===== src/rtl/fetch_decode_queue_if.sv =====
// Fetch/decode queue bus: fetch-side and decode-side valid/ready handshakes plus flush and occupancy.
// The master modport is the fetch/decode environment; the slave modport is the queue itself.
interface fetch_decode_queue_if #(
  parameter int XLEN  = 32,
  parameter int DEPTH = 4
);
  logic                     flush;
  logic                     in_valid;
  logic                     in_ready;
  logic [XLEN-1:0]          in_instr;
  logic [XLEN-1:0]          in_pc;
  logic                     out_valid;
  logic                     out_ready;
  logic [XLEN-1:0]          out_instr;
  logic [XLEN-1:0]          out_pc;
  logic [$clog2(DEPTH):0]   count;

  modport master (
    output flush, in_valid, in_instr, in_pc, out_ready,
    input  in_ready, out_valid, out_instr, out_pc, count
  );

  modport slave (
    input  flush, in_valid, in_instr, in_pc, out_ready,
    output in_ready, out_valid, out_instr, out_pc, count
  );
endinterface


===== src/rtl/fetch_decode_queue.sv =====
// Circular {instr, pc} buffer between fetch and decode; flush (take_branch) drops all wrong-path entries.
// Optional same-cycle bypass on an empty queue when FETCH_QUEUE_BYPASS_EN is defined.
module fetch_decode_queue #(
  parameter int              DEPTH     = 4,
  parameter int              XLEN      = 32,
  parameter logic [XLEN-1:0] NOP_INSTR = XLEN'(32'h0000_0013)
) (
  input  logic                  clk,
  input  logic                  rst,
  fetch_decode_queue_if.slave   bus
);

  localparam int AW = $clog2(DEPTH);
  localparam int CW = AW + 1;

  logic [XLEN-1:0] mem_instr [DEPTH];
  logic [XLEN-1:0] mem_pc    [DEPTH];
  logic [AW-1:0]   wptr;
  logic [AW-1:0]   rptr;
  logic [CW-1:0]   cnt;

  logic empty;
  logic full;
  logic push;
  logic byp;
  logic wr_en;
  logic rd_en;

  assign empty = (cnt == '0);
  assign full  = (cnt == CW'(DEPTH));

  // in_ready comes only from registered state, so a full queue never takes a beat even while popping
  assign bus.in_ready = rst & ~full;
  assign push         = bus.in_valid & bus.in_ready;

`ifdef FETCH_QUEUE_BYPASS_EN
  assign byp = rst & empty & bus.in_valid & ~bus.flush;
`else
  assign byp = 1'b0;
`endif

  // a bypassed beat that decode takes immediately never touches the array
  assign wr_en = push & ~(byp & bus.out_ready);
  assign rd_en = ~empty & bus.out_ready;

  assign bus.out_valid = ~empty | byp;
  assign bus.count     = cnt;

  always_comb begin
    bus.out_instr = NOP_INSTR;
    bus.out_pc    = '0;
    if (!empty) begin
      bus.out_instr = mem_instr[rptr];
      bus.out_pc    = mem_pc[rptr];
    end else if (byp) begin
      bus.out_instr = bus.in_instr;
      bus.out_pc    = bus.in_pc;
    end
  end

  always_ff @(posedge clk) begin
    if (wr_en && !bus.flush) begin
      mem_instr[wptr] <= bus.in_instr;
      mem_pc[wptr]    <= bus.in_pc;
    end
  end

  always_ff @(posedge clk or negedge rst) begin
    if (!rst) begin
      wptr <= '0;
      rptr <= '0;
      cnt  <= '0;
    end else if (bus.flush) begin
      wptr <= '0;
      rptr <= '0;
      cnt  <= '0;
    end else begin
      if (wr_en) wptr <= wptr + 1'b1;
      if (rd_en) rptr <= rptr + 1'b1;
      case ({wr_en, rd_en})
        2'b10:   cnt <= cnt + 1'b1;
        2'b01:   cnt <= cnt - 1'b1;
        default: cnt <= cnt;
      endcase
    end
  end

endmodule


===== src/flat_wrapper.sv =====
// flat-port wrapper written by rule: the top's interface ports become plain ports
module fetch_decode_queue_flat 
#(
  parameter int              DEPTH     = 4,
  parameter int              XLEN      = 32,
  parameter logic [XLEN-1:0] NOP_INSTR = XLEN'(32'h0000_0013)
)
  (clk, rst, bus_flush, bus_in_valid, bus_in_instr, bus_in_pc, bus_out_ready, bus_in_ready, bus_out_valid, bus_out_instr, bus_out_pc, bus_count);
  fetch_decode_queue_if #(.XLEN(XLEN), .DEPTH(DEPTH)) bus_i ();
  input  logic clk;
  input  logic rst;
  input wire logic [$bits(bus_i.flush)-1:0] bus_flush;
  input wire logic [$bits(bus_i.in_valid)-1:0] bus_in_valid;
  input wire logic [$bits(bus_i.in_instr)-1:0] bus_in_instr;
  input wire logic [$bits(bus_i.in_pc)-1:0] bus_in_pc;
  input wire logic [$bits(bus_i.out_ready)-1:0] bus_out_ready;
  output wire logic [$bits(bus_i.in_ready)-1:0] bus_in_ready;
  output wire logic [$bits(bus_i.out_valid)-1:0] bus_out_valid;
  output wire logic [$bits(bus_i.out_instr)-1:0] bus_out_instr;
  output wire logic [$bits(bus_i.out_pc)-1:0] bus_out_pc;
  output wire logic [$bits(bus_i.count)-1:0] bus_count;
  assign bus_i.flush = bus_flush;
  assign bus_i.in_valid = bus_in_valid;
  assign bus_i.in_instr = bus_in_instr;
  assign bus_i.in_pc = bus_in_pc;
  assign bus_i.out_ready = bus_out_ready;
  assign bus_in_ready = bus_i.in_ready;
  assign bus_out_valid = bus_i.out_valid;
  assign bus_out_instr = bus_i.out_instr;
  assign bus_out_pc = bus_i.out_pc;
  assign bus_count = bus_i.count;
  fetch_decode_queue #(.DEPTH(DEPTH), .XLEN(XLEN), .NOP_INSTR(NOP_INSTR)) u_core (.clk(clk), .rst(rst), .bus(bus_i));
endmodule

===== config.mk =====
export PLATFORM = sky130hd
export DESIGN_NAME = fetch_decode_queue_flat
export DESIGN_NICKNAME = d
export VERILOG_FILES = /design/src/rtl/fetch_decode_queue_if.sv /design/src/rtl/fetch_decode_queue.sv /design/src/flat_wrapper.sv
export SDC_FILE = /design/constraint.sdc
export NUM_CORES = 1
export LEC_CHECK = 0
export CORE_MARGIN = 2
export CORE_UTILIZATION = 35
export DETAILED_ROUTE_END_ITERATION = 6
export PLACE_DENSITY = 0.66
export SLEW_MARGIN = 20
export SYNTH_ARGS = -nofsm -noshare
export SYNTH_HDL_FRONTEND = slang
export SYNTH_SLANG_ARGS = --single-unit

===== constraint.sdc =====
create_clock -name clk -period 3.5 [get_ports clk]
set_input_delay 0.525 -clock clk [delete_from_list [all_inputs] [get_ports clk]]
set_output_delay 0.525 -clock clk [all_outputs]
set_load 0.02 [all_outputs]

### After elaboration in Yosys (flattened, before gate mapping)

Memories as Yosys holds them, arrays and structs flattened.
Index checks and enable logic that the tools add are counted.

* add/subtract/negate cells: 4
* multiply operators: 0
* div/mod/pow operators: 0
* magnitude comparators: 0
* eq/ne operators: 3
* shift operators: 0
* muxes and demuxes: 10
* bitwise operators: 5
* reductions and logical operators: 6

Operator list (number)
* $mux 32: 2
* $mux 2: 4
* $pmux 3 s2: 1
* $add 2x1->2 const B: 2
* $reduce_bool 2->1: 2
* $add 3x1->3 const B: 1
* $and 1x1->1: 3
* $eq 3x3->1 const B: 1
* $logic_not 3->1: 1
* $mux 3: 1
* $reduce_bool 3->1: 1
* $sub 3x1->3 const B: 1
* $eq 2x1->1 const B: 1
* $eq 2x2->1 const B: 1
* $mux 1: 2
* $not 1->1: 2
* $logic_and 1x1->1: 1
* $logic_not 1->1: 1

* register bits after elaboration: 7
* latch bits: 0
* memory bits (writable): 256
* ROM bits: 0
* bits of input ports: 69
* memories: 2

Memories
* u_core.mem_instr: words 4, bits a word 32, read ports 1, clocked after Yosys merged registers in 0, write ports 1, RTL line fetch_decode_queue.sv:16 `logic [XLEN-1:0] mem_instr [DEPTH];`
* u_core.mem_pc: words 4, bits a word 32, read ports 1, clocked after Yosys merged registers in 0, write ports 1, RTL line fetch_decode_queue.sv:17 `logic [XLEN-1:0] mem_pc [DEPTH];`

### Logic depth before layout (Yosys ltp)

Gate-level depths: netlist of the first run.

* word-level depth: 7
* gate-level depth with buffers: 7

### Worst setup path after synthesis of the first run

No wires, ideal clock.

* path kind: input to register
* start point: in bus_flush
* end point: mem u_core.mem_instr[0][0], enable pin
* library setup time: 0.429 ns
* data arrival time: 2.528 ns
* path slack: 0.543 ns
* stages: 3
* buffers on the path: 1
* cells stage by stage: clkbuf_1 > nor3_1 > and2_1

* word-level cells in the longest chain between the ends: 4

RTL lines
* from (decl): RTL line flat_wrapper.sv:12 `input wire logic [$bits(bus_i.flush)-1:0] bus_flush;`
* $logic_not 1->1: RTL line fetch_decode_queue.sv:62 `if (wr_en && !bus.flush) begin`
* $logic_and 1x1->1: RTL line fetch_decode_queue.sv:62
* $mux 1: RTL line fetch_decode_queue.sv:62
* $mux 1 (not written as such): RTL line fetch_decode_queue.sv:63 `mem_instr[wptr] <= bus.in_instr;`
* to (decl): RTL line fetch_decode_queue.sv:16

Every way passes these cells.

### Final worst setup path of the first run

* start point: reg u_core.rptr[0]
* end point: out bus_out_instr[18]

* word-level cells in the longest chain between the ends: 2

RTL lines
* from (decl): RTL line fetch_decode_queue.sv:19 `logic [AW-1:0] rptr;`
* from (signal assigned): RTL line fetch_decode_queue.sv:79 `if (rd_en) rptr <= rptr + 1'b1;`
* $mem_v2 4x32
* $mux 32: RTL line fetch_decode_queue.sv:52 `if (!empty) begin`
* to (decl): RTL line flat_wrapper.sv:19 `output wire logic [$bits(bus_i.out_instr)-1:0] bus_out_instr;`

Every way passes these cells.

==> results of run 1 <==
## flip-flops by register name (all words and copies together) (netlist names)
name	cells
u_core.bus.count	3
u_core.mem_instr	128
u_core.mem_pc	128
u_core.rptr	2
u_core.wptr	2
## layer usage
layer  vias to the layer above  GRT usage
met4                         0     0.0340
li1                       2157          -
met1                      2582      0.167
met3                        32     0.0348
met5                         -          0
met2                       148      0.234
## synthesized netlist by cell type (2+ instances only)
library cell	instances	area share
buf_2	7	0.0035
inv_1	4	0.0015
clkbuf_1	9	0.0033
nor2b_1	2	0.0012
edfxtp_1	256	0.76
nor3_1	2	0.00099
xor2_1	3	0.0026
buf_4	2	0.0015
and2_1	66	0.041
mux2i_1	2	0.0020
mux2_2	2	0.0022
nor2_1	8	0.0030
buf_1	3	0.0011
ha_1	4	0.0050
dfrtp_1	7	0.017
or2_2	3	0.0019
mux4_2	64	0.14
## how the worst max path moves through the flow
stage,start,to,slack (ns),cells after the start
4_1_cts,u_core.rptr[0]$_DFFE_PN0P_,bus_out_pc[22],0.05,4
3_5_place_dp,u_core.bus.count[0]$_DFFE_PN0P_,bus_out_instr[9],0.52,4
6_report,u_core.rptr[0]$_DFFE_PN0P_,bus_out_instr[18],0.22,4
5_1_grt,u_core.rptr[0]$_DFFE_PN0P_,bus_out_instr[2],0.08,4
2_1_floorplan,bus_flush,u_core.mem_instr[0][0]$_DFFE_PP_,0.54,3
3_3_place_gp,u_core.bus.count[0]$_DFFE_PN0P_,bus_out_pc[27],0.55,4
## layout make-up
| cell class | instances | area share |
|---|---|---|
| Tap cell | 384 | 0.0372 |
| Sequential cell | 263 | 0.610 |
| Clock inverter | 22 | 0.0110 |
| Antenna cell | 1 | 0.000194 |
| Multi-Input combinational cell | 167 | 0.167 |
| Timing Repair Buffer | 145 | 0.117 |
| Inverter | 4 | 0.00136 |
| Clock buffer | 30 | 0.0565 |
## kinds of logic after synthesis
logic type | count (synthesis)
and+or+nand+nor | 87
buffers and inverters | 25
muxes | 68
xor gates and xnor gates | 4
AOI/OAI and AO/OA | 3
DFF | 263
adders and majority gates | 5
## where the power goes
group / internal [W] / total (W) / switching (W)
Combinational: 0.00137 / 0.00281 / 0.00144
Sequential: 0.00356 / 0.00365 / 0.0000896
Clock: 0.00158 / 0.00276 / 0.00118
## through the flow
stage,worst slack [ns],area [µm²],hold slack [ns]
after floorplan,0.543,10100,0.229
after global placement,0.552,12000,0.563
after detailed placement,0.522,12000,0.601
after CTS,0.0463,12900,0.274
after global routing,0.0835,12900,0.300
final,0.225,12900,0.296
## repair_timing
item / in CTS / in global routing
gates cloned: 0 / 0
resized for setup: 1 / 2
endpoints found under the setup margin: 33 / 21
==> reports/metrics.cfg, run 1 <==
[pwr]
fin_total_pwr_w=0.00922
leakage_nw=4.06
ir_worst_vdd_mv=0.476
p_per_area_mw_per_mm2=715

[global_routing]
antenna_found_initial=1
first_global_vias=5409
grt-ovfl-total=0
grt_pass1_wl_um=31000
grt_max_degree=65
track_usage=0.134

[finish]
drive_gt1_frac=0.200
final_common_cell=edfxtp_1
areaGrowthSynthToFinish_pct=27.6
regArea_mm2=0.00787
final_cell_mix=edfxtp_1, clkdlybuf4s50_1, mux4_2
fin_util=0.452
stdcell_count=1016
fillers=2487
multiInputGateArea_mm2=0.00215
nets=683

[timing]
rsz0062_at_grt=false
setup_viol=0
finalCriticalPeriod_ns=3.28
fmax_ghz=0.305
max_slew_margin=0.565
final.setup.tns_ns=0
fin_crit_sh=0.936
slew_violations=0
hold_viol_final=0
worst_pin_slew_ns=0.647
finClkSkew_ns=0.00924

[floorplanning]
die_height_um=174
ios=138
dieArea_mm2=0.0303
die_x_um=174
start_util=0.354
rows=62
core_area_mm2=0.0285

[route]
routedWlPerCell_um=20.0
topRoutingLayerUsed=met4
dr.pass1.iters=4
vias=4919
met2_wirelength_um=10100
drc=0
m1WireLength_um=8320
drtIter0Drc=307
via_per_inst=4.84
dr_wl_met3_um=1390
postRouteWirelength_um=20300
ant_nets=0

[yosys]
yosys_register_bits=263
synth_edf_count=256
synth_xor_area_frac=0.00347
ys_seq_area_frac=0.778
syn_area_mm2=0.0101
avgSynthCellArea_um2=22.2
synth_ff_type=edfxtp_1
synth_nets=529
synth_cells=455
synthMuxAreaShare=0.147
ys_warn_count=0
synth_compound_area_frac=0.00223
synthAdderAreaFrac=0.00693
synth_top_family_by_area=multiplexers
postSynth.asyncResetShare=0.0266
synth_cell_types=28
synth-simple-area-share=0.0517

[placement]
hpwl_um=11400
io_buffers=137
place_inst=963
place.gp.congestion=0.698

[clock_network]
htree_num_levels=1
cts_made_buffers=28
cts_tree=done
cts_hold_buf=0
cts.sinks=263
cts-root-buf=clkbuf_16
clk_latency_ns=0.53
clockBufferDepth=3
path_clk_slew_ns=0.06
cts_setup_buffers=0

[hold_path]
min_path_type=input pin to asynchronous set/reset pin

[worst_setup_path]
critPathKind=flip-flop to output port
cp_max_fo=37
rr_startpoint=u_core.bus.count[0]$_DFFE_PN0P_
path_cells=buf_12, mux4_2, and2_1, clkdlybuf4s50_1
crit_arrival_ns=2.75
path_buf_inv=2
r2r_end=u_core.bus.count[2]$_DFFE_PN0P_
critPathTopFamily=buffers and inverters
r2r_slack_ns=1.03
cp-end-kind=output port
crit_required_ns=2.97
crit_path_max_incr_delay_ns=0.57
reg2reg_depth=7
critPathLaunchType=flip-flop
cp_slowest_cell=dfrtp_4

[run]
maxCapViolCount=0

[status]
status=finished clean

Power figures use the tool's default switching activity.
==> run 2, diff against run 1 <==
--- a/config.mk
+++ b/config.mk
@@ -7,9 +7,9 @@
 export LEC_CHECK = 0
 export CORE_MARGIN = 2
 export CORE_UTILIZATION = 35
+export CTS_CLUSTER_DIAMETER = 120
 export DETAILED_ROUTE_END_ITERATION = 6
 export PLACE_DENSITY = 0.66
-export SLEW_MARGIN = 20
 export SYNTH_ARGS = -nofsm -noshare
 export SYNTH_HDL_FRONTEND = slang
 export SYNTH_SLANG_ARGS = --single-unit
==> results of run 2 <==
The final DEF is identical to that of run 1; final timing and power are the same.
